[config.mk]
export PLATFORM = sky130hd
export DESIGN_NAME = rainbow_pwm_led
export DESIGN_NICKNAME = d
export VERILOG_FILES = /design/src/rtl/rainbow_pwm_led_pkg.sv /design/src/rtl/rainbow_pwm_led_button_debounce.sv /design/src/rtl/rainbow_pwm_led.sv
export SDC_FILE = /design/constraint.sdc
export NUM_CORES = 1
export LEC_CHECK = 0
export CAP_MARGIN = 25
export CORE_UTILIZATION = 60
export CTS_BUF_LIST = sky130_fd_sc_hd__clkbuf_8
export DETAILED_ROUTE_END_ITERATION = 10
export HOLD_SLACK_MARGIN = 0.12
export PLACE_DENSITY_LB_ADDON = 0.2
export SLEW_MARGIN = 30
export SYNTH_ARGS = -nofsm -noshare
export SYNTH_HDL_FRONTEND = slang
export SYNTH_SLANG_ARGS = --single-unit
[constraint.sdc]
create_clock -name clk -period 3.3 [get_ports clk]
set_clock_uncertainty 0.15 [all_clocks]
set_input_delay 0.66 -clock clk [delete_from_list [all_inputs] [get_ports clk]]
set_output_delay 0.66 -clock clk [all_outputs]
set_load 0.1 [all_outputs]
[src/rtl/rainbow_pwm_led_pkg.sv]
// Shared definitions for the rainbow RGB LED driver.
package rainbow_pwm_led_pkg;

    typedef enum logic [1:0] {
        MODE_RAINBOW = 2'd0,
        MODE_HOLD    = 2'd1,
        MODE_WHITE   = 2'd2,
        MODE_OFF     = 2'd3
    } mode_t;

    localparam int N_SEGS = 6;

    // Active-high {B,G,R} patterns; the top applies pin polarity.
    localparam logic [2:0] LED_DARK  = 3'b000;
    localparam logic [2:0] LED_WHITE = 3'b111;

endpackage

[src/rtl/rainbow_pwm_led_button_debounce.sv]
// Push-button conditioner: 2-FF synchroniser, stability counter
// and a one-cycle pulse on each accepted press (stable 1->0).
module button_debounce #(
    parameter int CLK_HZ      = 24_000_000,
    parameter int DEBOUNCE_MS = 20
) (
    input  logic clk,
    input  logic rst_n,
    input  logic btn_n,
    output logic press
);

    localparam int DB_TICKS = DEBOUNCE_MS * CLK_HZ / 1000;
    localparam int CW       = $clog2(DB_TICKS + 1);

    if (DB_TICKS < 1) begin : g_bad_db
        $error("button_debounce: debounce time is under one clock");
    end

    logic          sync1;
    logic          sync2;
    logic          sync_prev;
    logic          stable;
    logic [CW-1:0] cnt;

    always_ff @(posedge clk or negedge rst_n) begin
        if (!rst_n) begin
            sync1     <= 1'b1;
            sync2     <= 1'b1;
            sync_prev <= 1'b1;
            stable    <= 1'b1;
            cnt       <= '0;
            press     <= 1'b0;
        end else begin
            sync1     <= btn_n;
            sync2     <= sync1;
            sync_prev <= sync2;
            press     <= 1'b0;
            // Any movement of the synchronised level restarts the wait.
            if (sync2 != sync_prev) begin
                cnt <= '0;
            end else if (sync2 == stable) begin
                cnt <= '0;
            end else if (cnt == CW'(DB_TICKS - 1)) begin
                cnt    <= '0;
                stable <= sync2;
                press  <= stable & ~sync2;
            end else begin
                cnt <= cnt + 1'b1;
            end
        end
    end

endmodule

[src/rtl/rainbow_pwm_led.sv]
// Rainbow RGB LED driver: hue wheel stepper, per-channel PWM
// and a button-stepped display mode.
module rainbow_pwm_led
    import rainbow_pwm_led_pkg::*;
#(
    parameter int CLK_HZ        = 24_000_000,
    parameter int RAINBOW_MS    = 10_000,
    parameter int PWM_BITS      = 8,
    parameter int STEPS_PER_SEG = 32,
    parameter int DEBOUNCE_MS   = 20,
    parameter int ACTIVE_LOW    = 1
) (
    input  logic                                 clk,
    input  logic                                 rst_n,
    input  logic                                 button_b,
    output logic [2:0]                           led,
    output logic [1:0]                           mode,
    output logic [$clog2(6*STEPS_PER_SEG)-1:0]   hue
);

    localparam int STEP_TICKS =
        CLK_HZ / 1000 * RAINBOW_MS / (N_SEGS * STEPS_PER_SEG);
    localparam int SB    = $clog2(STEPS_PER_SEG);
    localparam int PW    = $clog2(STEP_TICKS + 1);
    localparam int DW    = PWM_BITS + 1;
    localparam int HUE_W = $clog2(N_SEGS * STEPS_PER_SEG);
    localparam logic [DW-1:0] FULL = {1'b1, {PWM_BITS{1'b0}}};

    if (STEP_TICKS == 0) begin : g_bad_ticks
        $error("rainbow_pwm_led: STEP_TICKS evaluates to 0");
    end
    if (STEPS_PER_SEG < 2 || (1 << SB) != STEPS_PER_SEG
        || SB > PWM_BITS) begin : g_bad_steps
        $error("rainbow_pwm_led: bad STEPS_PER_SEG");
    end

    mode_t               mode_q;
    logic [PW-1:0]       presc;
    logic [2:0]          seg;
    logic [SB-1:0]       step;
    logic [PWM_BITS-1:0] pwm_cnt;
    logic [DW-1:0]       lvl;
    logic [DW-1:0]       duty_r;
    logic [DW-1:0]       duty_g;
    logic [DW-1:0]       duty_b;
    logic [2:0]          lit;
    logic                step_tick;
    logic                press;

    button_debounce #(
        .CLK_HZ      (CLK_HZ),
        .DEBOUNCE_MS (DEBOUNCE_MS)
    ) u_debounce (
        .clk   (clk),
        .rst_n (rst_n),
        .btn_n (button_b),
        .press (press)
    );

    assign step_tick = (mode_q == MODE_RAINBOW)
                    && (presc == PW'(STEP_TICKS - 1));

    always_ff @(posedge clk or negedge rst_n) begin
        if (!rst_n) begin
            mode_q  <= MODE_RAINBOW;
            presc   <= '0;
            seg     <= 3'd0;
            step    <= '0;
            pwm_cnt <= '0;
            led     <= (ACTIVE_LOW != 0) ? ~LED_DARK : LED_DARK;
        end else begin
            // Held at zero outside RAINBOW so a resume waits a full step.
            if (mode_q != MODE_RAINBOW || step_tick) begin
                presc <= '0;
            end else begin
                presc <= presc + 1'b1;
            end
            if (step_tick) begin
                if (&step) begin
                    step <= '0;
                    seg  <= (seg == 3'(N_SEGS - 1)) ? 3'd0 : seg + 3'd1;
                end else begin
                    step <= step + 1'b1;
                end
            end
            pwm_cnt <= pwm_cnt + 1'b1;
            if (press) begin
                mode_q <= mode_t'(mode_q + 2'd1);
            end
            led <= (ACTIVE_LOW != 0) ? ~lit : lit;
        end
    end

    always_comb begin
        lvl    = DW'(step) << (PWM_BITS - SB);
        duty_r = '0;
        duty_g = '0;
        duty_b = '0;
        case (seg)
            3'd0: begin
                duty_r = FULL;
                duty_g = lvl;
            end
            3'd1: begin
                duty_r = FULL - lvl;
                duty_g = FULL;
            end
            3'd2: begin
                duty_g = FULL;
                duty_b = lvl;
            end
            3'd3: begin
                duty_g = FULL - lvl;
                duty_b = FULL;
            end
            3'd4: begin
                duty_r = lvl;
                duty_b = FULL;
            end
            3'd5: begin
                duty_r = FULL;
                duty_b = FULL - lvl;
            end
            default: ;
        endcase
        unique case (mode_q)
            MODE_WHITE: begin
                duty_r = FULL;
                duty_g = FULL;
                duty_b = FULL;
            end
            MODE_OFF: begin
                duty_r = '0;
                duty_g = '0;
                duty_b = '0;
            end
            default: ;
        endcase
        lit = {({1'b0, pwm_cnt} < duty_b),
               ({1'b0, pwm_cnt} < duty_g),
               ({1'b0, pwm_cnt} < duty_r)};
    end

    assign mode = mode_q;
    assign hue  = HUE_W'({seg, step});

endmodule

# [Yosys cells after proc, flatten, opt, wreduce, memory -nomap -nowiden]
# Index checks and enable logic that the tools add are counted.
# W data, S select, Z words.
[totals] in_bits=3 romBits=0 ramBits=0 output_inout_bits=13 latchBits=0 memories=0 ff_bits=66 elab_cells=64
[classes] addsub=7 mul=0 mux=15 n_eq_ne=11 reduce_logical=11 div_mod_pow=0 bitwise_logic=5 n_shift=0 n_lt_le_gt_ge=3
[ops] cell="$pmux W9 S3" n=3
[ops] cell="$mux W19" n=3
[ops] cell="$pmux W9 S2" n=3
[ops] cell="$lt A8 B9 Y1" n=3
[ops] cell="$add A21 B1 Y21 const B" n=1
[ops] cell="$eq A21 B21 Y1 const B" n=1
[ops] cell="$mux W21" n=1
[ops] cell="$add A19 B1 Y19 const B" n=1
[ops] cell="$eq A19 B19 Y1 const B" n=1
[ops] cell="$sub A9 B8 Y9 const A" n=1
[ops] cell="$add A8 B1 Y8 const B" n=1
[ops] cell="$eq A3 B2 Y1 const B" n=2
[ops] cell="$eq A3 B3 Y1 const B" n=2
[ops] cell="$reduce_and A6 Y1" n=1
[ops] cell="$reduce_or A2 Y1" n=3
[ops] cell="$add A5 B1 Y5 const B" n=1
[ops] cell="$mux W5" n=1
[ops] cell="$reduce_and A5 Y1" n=1
[ops] cell="$eq A2 B2 Y1 const B" n=2
[ops] cell="$add A3 B1 Y3 const B" n=1
[ops] cell="$eq A3 B1 Y1 const B" n=1
[ops] cell="$logic_not A3 Y1" n=1
[ops] cell="$mux W1" n=3
[ops] cell="$mux W3" n=1
[ops] cell="11 further kinds" n=13

# [Longest topological paths before layout]
[depth] word_depth=6 mapped_depth=12 mapped_depth_nobuf=10

# [Hierarchy]
# Synthesis repeated with hierarchy kept, for this count alone.
[hier_totals] hier_cells=394 hier_area_um2=3880.0
[by_module_without_submodules] mod="rainbow_pwm_led" cells_per_inst=284 instances=1 area_per_inst_um2=2726.4 seq_area_each_um2=1054.8
[by_module_without_submodules] mod="button_debounce" cells_per_inst=110 instances=1 area_per_inst_um2=1153.6 seq_area_each_um2=605.6

# [Least setup slack after synthesis]
# Ideal clock, no wire load.
[synth_path] path_type="reg-to-reg" from="register seg[0]" to="register led[1]" arrival_time_ns=3.250 path_slack_ns=-0.184 synth_period_minus_slack_ns=3.484 t_required_ns=3.066 setup_time_ns=0.084 path_stages_with_launch=13 n_path_buf=2 path_cell_list="dfrtp_1 -> clkbuf_1 -> buf_1 -> and2_1 -> ha_1 -> nor2_1 -> nor3_1 -> nand2_1 -> ha_1 -> a21o_1 -> a211oi_1 -> o21ai_0 -> o311a_1"
[synth_between] elab_chain_cells=6 elab_cells_between_ends=9 cone_classes="order compare: 1; eq/ne: 3; mux: 2; bitwise: 1; reduce/logical: 2"
[synth_rtl] item="from (decl)" line="rainbow_pwm_led.sv:39" rtl="logic [2:0] seg;"
[synth_rtl] item="from (signal assigned)" line="rainbow_pwm_led.sv:81" rtl="seg <= (seg == 3'(N_SEGS - 1)) ? 3'd0 : seg + 3'd1;"
[synth_rtl] item="$eq A3 B2 Y1 / $eq A3 B1 Y1 (equally long branches)" line="rainbow_pwm_led.sv:99" rtl="case (seg)"
[synth_rtl] item="$reduce_or A2 Y1 (no source line)"
[synth_rtl] item="$pmux W9 S3 *" line="rainbow_pwm_led.sv:99"
[synth_rtl] item="$pmux W9 S2 *" line="rainbow_pwm_led.sv:126" rtl="unique case (mode_q)"
[synth_rtl] item="$lt A8 B9 Y1 *" line="rainbow_pwm_led.sv:140" rtl="({1'b0, pwm_cnt} < duty_g),"
[synth_rtl] item="$not A3 Y3 *" line="rainbow_pwm_led.sv:90" rtl="led <= (ACTIVE_LOW != 0) ? ~lit : lit;"
[synth_rtl] item="to (signal assigned)" line="rainbow_pwm_led.sv:70" rtl="led <= (ACTIVE_LOW != 0) ? ~LED_DARK : LED_DARK;"
[synth_rtl] item="to (signal assigned)" line="rainbow_pwm_led.sv:90"
[synth_rtl] item="to (decl)" line="rainbow_pwm_led.sv:16" rtl="output logic [2:0] led,"
# Every way passes the cells marked *; elsewhere a longest branch is shown, timed or not.
# A chain may end at the register's enable or synchronous reset.

# [Worst setup path in the final report]
[layout_path] from="register seg[1]" to="register led[1]"
# Same word-level chain as after synthesis.

==> results.cfg <==
[outcome]
outcome = finished, final reports clean

[synthesis]
synthDistinctLibCells = 60
yosys_warnings = 0
yosys_register_bits = 66
synth_area_per_cell_um2 = 9.716
ys_async_sr_fraction = 1.000
syn_inst = 396
ys.flop_type = dfrtp_1
synth_area_um2 = 3847
synth_nets = 424
yosysSeqAreaShare = 0.4315
synth-edff-count = 0

[critical_path]
path_delay_family = simple AND/OR/NAND/NOR gates
crit_slowest_cell = dfrtp_1
cp-start-kind = flop
cp_common_cell = ha_1
criticalPathCategory = reg -> reg
worstPathCellList = and2_1 -> ha_1 -> nor2_1 -> nor3_1 -> nand2_1 -> ha_1 -> a21o_1 -> a211oi_1 -> o21ai_0 -> o311a_1
cp.arrival_ns = 2.88
max_stage_delay_ns = 0.58
endpoint_kind = flop
ff2ff_setup_slack_ns = 0.54
required_ns = 3.41
crit_path_max_fanout = 14
path_buf_inv = 0
reg2reg_to = led[1]$_DFF_PN1_
r2r_cells = 10
r2r-start = seg[1]$_DFFE_PN0P_

[final_layout]
n_antenna_cell = 0
fin_nets = 437
fin_cells = 489
final_util = 0.6945
area_growth_pct = 9.398
drive_above_1_share = 0.1159

[clock_tree]
hold_buffers = 0
h-tree-depth = 3
root_buffer = clkbuf_8
ctsLongestPathBuffers = 2
cts.sinks = 66
clk_pin_slew_ns = 0.07
cts_tree = done
cts_setup_buffers = 0
cts-resized-gates = 0
clkLatencyLatePin_ns = 0.34
cts_made_buffers = 9

[die]
core_um2 = 6061
die_x_um = 82.08
rows = 28
die_area_um2 = 6736
start_util = 0.6348
die_height_um = 82.08
boundaryPins = 16

[detailed_routing]
drc_errors = 0
drt_iter0_markers = 128
wl_mm = 7.686
drtPass1Iterations = 4
via_count = 3037
ant_nets = 0
viasPerCell = 6.211
wl_per_cell_um = 15.72

[sta]
holdWs_ns = 0.1895
setup_viol_count_final = 0
finalMaxSlewViolations = 0
fin_crit_sh = 0.8378
slew_headroom = 0.5438
finalHoldViolCount = 0
rsz0062_at_grt = no
fmax_mhz = 361.7
min_period_ns = 2.765
worst_pin_slew_ns = 0.6839
final.setup.tns_ns = 0

[global_routing]
grt_start_max_net_pins = 40
overflow = 0
antenna_found_initial = 0
first_global_vias = 2798
grt_pass1_wl_mm = 12.95
gr-usage-all-layers = 0.2573

[power_and_ir_drop]
p_total_mw = 1.522
ir_drop_v = 0.0003285
power_leakage_nw = 1.807
p_per_area_nw_per_um2 = 361.6

[placed_design]
io_buffers = 15
numPlacedInstances = 473
hpwl_mm = 5.387
gp_congestion = 0.9063

[worst_hold_path]
hold_class = in -> async

[run]
maxCapViolCount = 0
-- Yosys cell counts, drive strengths merged (11+ instances only) --
master,instances,area share
a21oi,19,0.025
dfrtp,59,0.38
ha,25,0.081
inv,17,0.017
nand2,37,0.036
nand3,16,0.021
nand4,16,0.030
nor2,33,0.032
nor3,11,0.014
o21ai,18,0.023
xnor2,12,0.027
xor2,24,0.055
-- cells in the final DEF, fill, tap and decap left out, drive strengths merged, types with 4 or more instances in the layout --
master | netlist | final
xor2 | 24 | 24
nor2 | 33 | 33
nor2b | 4 | 4
o31ai | 8 | 8
nand3 | 16 | 16
inv | 17 | 20
or4 | 8 | 8
ha | 25 | 25
xnor2 | 12 | 12
nor3 | 11 | 11
or3 | 8 | 8
dfrtp | 59 | 59
and4 | 8 | 8
dfstp | 7 | 7
o21ai | 18 | 18
nand2 | 37 | 37
buf | 5 | 15
a21oi | 19 | 19
and3 | 5 | 5
clkbuf | 9 | 11
nand4 | 16 | 16
-- through the flow --
stage | cell area (um^2) | setup WS, ns
4_1_cts | 4209 | 0.5892
2_1_floorplan | 3849 | 0.08050
3_5_place_dp | 4011 | 0.6118
6_report | 4209 | 0.5354
3_3_place_gp | 4011 | 0.7137
5_1_grt | 4209 | 0.3194
-- registers in the layout (all words and copies together) (netlist names), 2 cells and up --
name	cells
u_debounce.cnt	19
pwm_cnt	8
led	3
mode	2
step	5
seg	3
presc	21
-- cell type report --
type                            count  area [um^2]
Clock buffer                       11        151.4
Clock inverter                      5        46.29
Fill cell                         490         1852
Inverter                           17        63.81
Multi-Input combinational cell    299         2059
Sequential cell                    66         1662
Tap cell                           75        93.84
Timing Repair Buffer               16        132.6
-- kinds of logic after synthesis --
| kind of cell | share of synthesized area |
|---|---|
| and+or+nand+nor | 0.2354 |
| muxes | 0.01756 |
| buffers and inverters | 0.03317 |
| adders and majority gates | 0.08130 |
| AOI/OAI and AO/OA | 0.1190 |
| DFF | 0.4315 |
| xor gates and xnor gates | 0.08195 |
-- routing by layer --
| layer | vias to the layer above | global-route usage | routed length [um] | part of all wire |
|---|---|---|---|---|
| met5 | - | 0 | 0 | 0 |
| li1 | 1463 | - | - | - |
| met1 | 1492 | 0.3288 | 3541 | 0.46 |
| met3 | 21 | 0.06778 | 266 | 0.035 |
| met2 | 61 | 0.4132 | 3681 | 0.48 |
| met4 | 0 | 0.1035 | 197 | 0.026 |
-- power breakdown --
part	internal, mW	total (mW)	switching, mW
Sequential	0.814	0.817	0.00290
Combinational	0.00749	0.0311	0.0237
Clock	0.381	0.674	0.293
Total	1.20	1.52	0.319
-- how the worst max path moves through the flow --
stage	slack, ns	to	depth (start not counted)	startpoint
after floorplan	0.08	led[1]$_DFF_PN1_	12	seg[0]$_DFFE_PN0P_
after global placement	0.71	led[1]$_DFF_PN1_	10	seg[0]$_DFFE_PN0P_
after detailed placement	0.61	led[1]$_DFF_PN1_	10	seg[1]$_DFFE_PN0P_
after CTS	0.59	led[1]$_DFF_PN1_	10	seg[1]$_DFFE_PN0P_
after global routing	0.32	led[1]$_DFF_PN1_	10	seg[0]$_DFFE_PN0P_
final	0.54	led[1]$_DFF_PN1_	10	seg[1]$_DFFE_PN0P_
(Power assumes the default switching activity.)
==> RTL change 1: new RTL, same settings <==
`STEPS_PER_SEG`: 32 -> 64.
--- a/src/rtl/rainbow_pwm_led.sv
+++ b/src/rtl/rainbow_pwm_led.sv
@@ -8,3 +8,3 @@
     parameter int PWM_BITS      = 8,
-    parameter int STEPS_PER_SEG = 32,
+    parameter int STEPS_PER_SEG = 64,
     parameter int DEBOUNCE_MS   = 20,
Ports: changed (resized hue); port bits go from 16 to 17. No check against the original RTL was run, so the function may have changed too.
==> RTL change 1 against the unedited design <==
- the run now ends with DRC left
- sequential cell count did not move
- design area rose by 4.7%
- fmax down 6.8%
- setup slack worse by 0.20 ns
- power shrank 5.5%
- wire length up 8.9%
- synthesized area increased by 5.3%
- sequential share of layout area decreased by 1.7 points
- critical path type unchanged
==> RTL change 1: results (changes against the unedited design) <==
** GRT
- The fraction of met3 tracks used by global routing was 2.95% (was 6.78%).
- The met2 demand-to-capacity share in global routing was 42.7% (was 41.3%).
- The largest net degree at the start of global routing was 67 (was 40).
- Vias in the first global route :: 3,078 (was 2,798)

** Run status
- The checks that failed: DRC.
- Status :: complete, but fails checks (was finished clean)

** Placement
- The cell area after placement came to 4240 µm² (was 4010 µm²).
- RePlAce Congestion :: 0.867 (was 0.906)
- Detail Placement HPWL :: 5850 µm (was 5390 µm)
- Number of input and output port buffers inserted :: 16 (was 15)

** Final layout
- Ratio of cells with drive above 1 in the final layout :: 12.8% (was 11.6%)
- Net count reported at finish :: 477 (was 437)

** Power
- The highest ir drop seen on vdd came to 0.236 mV (was 0.328 mV).

** Synthesis
- Part of the Yosys area used for sequential elements :: 41.0% (was 43.2%)
- List of most frequent post-synthesis cells: sky130_fd_sc_hd__dfrtp_1 (59), sky130_fd_sc_hd__nor2_1 (46), sky130_fd_sc_hd__nand2_1 (34) (was sky130_fd_sc_hd__dfrtp_1 (59), sky130_fd_sc_hd__nand2_1 (37), sky130_fd_sc_hd__nor2_1 (33)).
- Average footprint of a synthesized cell :: 9.42 µm² (was 9.72 µm²)

** Detailed routing
- Drt total wl :: 8370 µm (was 7690 µm)
- Met3 layer wire length in the routed design :: 289 µm (was 266 µm)
- DR pass1 iterations :: 7 (was 4)
- The total DRC errors in the routed layout was 7 (was 0).

** Worst setup path
- The highest-delay cell along the critical path was sky130_fd_sc_hd__or4_1 (was sky130_fd_sc_hd__dfrtp_1).
- Peak fanout along the critical path :: 11 (was 14)
- Data arrival time of the critical path :: 3.08 ns (was 2.88 ns)

** STA
- The final worst-path setup slack was 0.334 ns (was 0.535 ns).

** Min path
- The path category of the worst min-delay check is reg -> reg (was in -> async).
[RTL change 1: critical path: cells and delay by family, from the launching register on]
| family | cells | cell delay (ns) |
|---|---|---|
| fa+ha+maj | 1 | 0.29 |
| flops | 1 | 0.49 |
| compound gates | 2 | 0.59 |
| simple gates | 6 | 1.37 |
[RTL change 1: area by class of cell]
cell class	count	area, µm²
multi-input cells	329	2250
fillers	496	2020
flip-flops and latches	66	1660
repair buffers	22	165
clock buffers	10	138
well taps	77	96.3
inverters	19	71.3
clock inverters	6	26.3
[RTL change 1: kinds of logic after synthesis]
group                    after synthesis  synth area share (%)
buffers and inverters                 35                  3.58
AND/OR/NAND/NOR                      185                  24.4
AO/OA/AOI/OAI                         71                  12.5
XOR/XNOR                              41                  8.86
multiplexers                           5                  1.30
flip-flops                            66                  41.0
adder cells (fa/ha/maj)               27                  8.34
[RTL change 1: power by group]
group          internal (mW)  total, mW  switching (mW)
Combinational        0.00669     0.0299          0.0232
Sequential             0.814      0.817         0.00265
Clock                  0.281      0.592           0.311
==> RTL change 2: new RTL, config.mk and constraints unchanged <==
Without the edit above. Register the input `button_b` before use, without a reset. The logic sees it one clock later.
--- a/src/rtl/rainbow_pwm_led.sv
+++ b/src/rtl/rainbow_pwm_led.sv
@@ -28,2 +28,8 @@
 
+    logic button_b_q;
+
+    always_ff @(posedge clk) begin
+        button_b_q <= button_b;
+    end
+
     if (STEP_TICKS == 0) begin : g_bad_ticks
@@ -55,3 +61,3 @@
         .rst_n (rst_n),
-        .btn_n (button_b),
+        .btn_n (button_b_q),
         .press (press)
Formal check against the unedited RTL: same outputs for any inputs over 10 cycles, from zero or initial values and one cycle with rst_n low; that may be too few to reach the edited logic, so the function may still have changed.
==> RTL change 2 against the unedited design <==
- core utilization increased by 0.39 points
- via count decreased by 2.5%
- sequential cell count increased by 1
- wire length decreased by 1.5%
- hold slack got worse by 0.042 ns
- synthesized area increased by 0.42%
- fmax increased by 3.1%
- design area increased by 0.56%
- power about the same
- sequential power increased by 2%
- setup slack improved by 0.084 ns
- global-route usage decreased by 0.61 points
- largest power group unchanged
- highest routed layer unchanged
==> RTL change 2: results (changes against the unedited design) <==
** Final layout
- Ratio of cells with drive above 1 in the final layout :: 12.9% (was 11.6%)
- The count of placed standard cells in the final layout, fillers left out was 486 (was 489).
- The count of nets after finishing was 434 (was 437).

** GRT
- First-pass GRT wire length :: 12,700 µm (was 13,000 µm)
- The largest net degree at the start of global routing came to 30 (was 40).
- The via count of the first global-routing pass came to 2,777 (was 2,798).
- The aggregate global-route resource usage is 25.1% (was 25.7%).

** Placement
- The weighted congestion reported at the end of routability-driven placement is 0.915 (was 0.906).
- The post-detailed-placement half-perimeter wirelength came to 5320 µm (was 5390 µm).
- Placed Cells incl. Taps :: 470 (was 473)
- Post-detailed-placement cell area :: 4040 µm² (was 4010 µm²)

** Synthesis
- List of most frequent post-synthesis cells: sky130_fd_sc_hd__dfrtp_1 (59), sky130_fd_sc_hd__nor2_1 (42), sky130_fd_sc_hd__nand2_1 (29) (was sky130_fd_sc_hd__dfrtp_1 (59), sky130_fd_sc_hd__nand2_1 (37), sky130_fd_sc_hd__nor2_1 (33)).
- The average size of a mapped cell came to 9.96 µm² (was 9.72 µm²).
- The post-synthesis mux area share was 1.39% (was 1.76%).
- Part of the Yosys area used for sequential elements :: 43.5% (was 43.2%)
- Compound-gate portion of the synthesized area :: 11.5% (was 11.9%)
- Post-Syn Nets :: 416 (was 424)
- The synthesized-area fraction occupied by xor and xnor cells is 9.07% (was 8.20%).
- The area share of fa/ha/maj cells after synthesis was 8.10% (was 8.13%).

** Detailed routing
- Drt initial violations :: 107 (was 128)
- The detailed-route wire length is 7570 µm (was 7690 µm).
- Total number of vias :: 2,960 (was 3,037)

** Worst setup path
- The largest fanout on the critical path is 13 (was 14).
- Data arrival time of the critical path :: 2.79 ns (was 2.88 ns)

** Power
- Switching power :: 0.328 mW (was 0.319 mW)
- Sequential share of power :: 54.6% (was 53.7%)
- Peak ir drop on the vdd network :: 0.354 mV (was 0.328 mV)

** Run status
- Status :: finished clean (unchanged)

** STA
- Slew @ Worst Pin :: 0.663 ns (was 0.684 ns)
- Worst-case hold slack :: 0.148 ns (was 0.189 ns)

** Min path
- Worst min path class :: reg -> reg (was in -> async)
[RTL change 2: area by class of cell]
type	count	area (µm²)
Clock inverter	6	51.3
Fill cell	489	1830
Multi-Input combinational cell	295	2070
Inverter	14	52.6
Timing Repair Buffer	19	143
Tap cell	75	93.8
Sequential cell	67	1680
Clock buffer	10	138
[RTL change 2: layer usage]
layer / up-vias / GRT usage (%) / part of all wire (%) / wire length (µm)
li1: 1446 / - / - / -
met2: 64 / 39.3 / 46 / 3500
met1: 1432 / 32.9 / 48 / 3630
met3: 18 / 6.26 / 4.0 / 303
met5: - / 0 / 0 / 0
met4: 0 / 11.1 / 1.8 / 134
[RTL change 2: worst reg2reg max path: cells and delay by family, from the launching register on]
family	cells	cell delay (ns)
AO/OA/AOI/OAI	3	0.53
adder cells (fa/ha/maj)	2	0.43
flip-flops	1	0.59
AND/OR/NAND/NOR	5	0.91
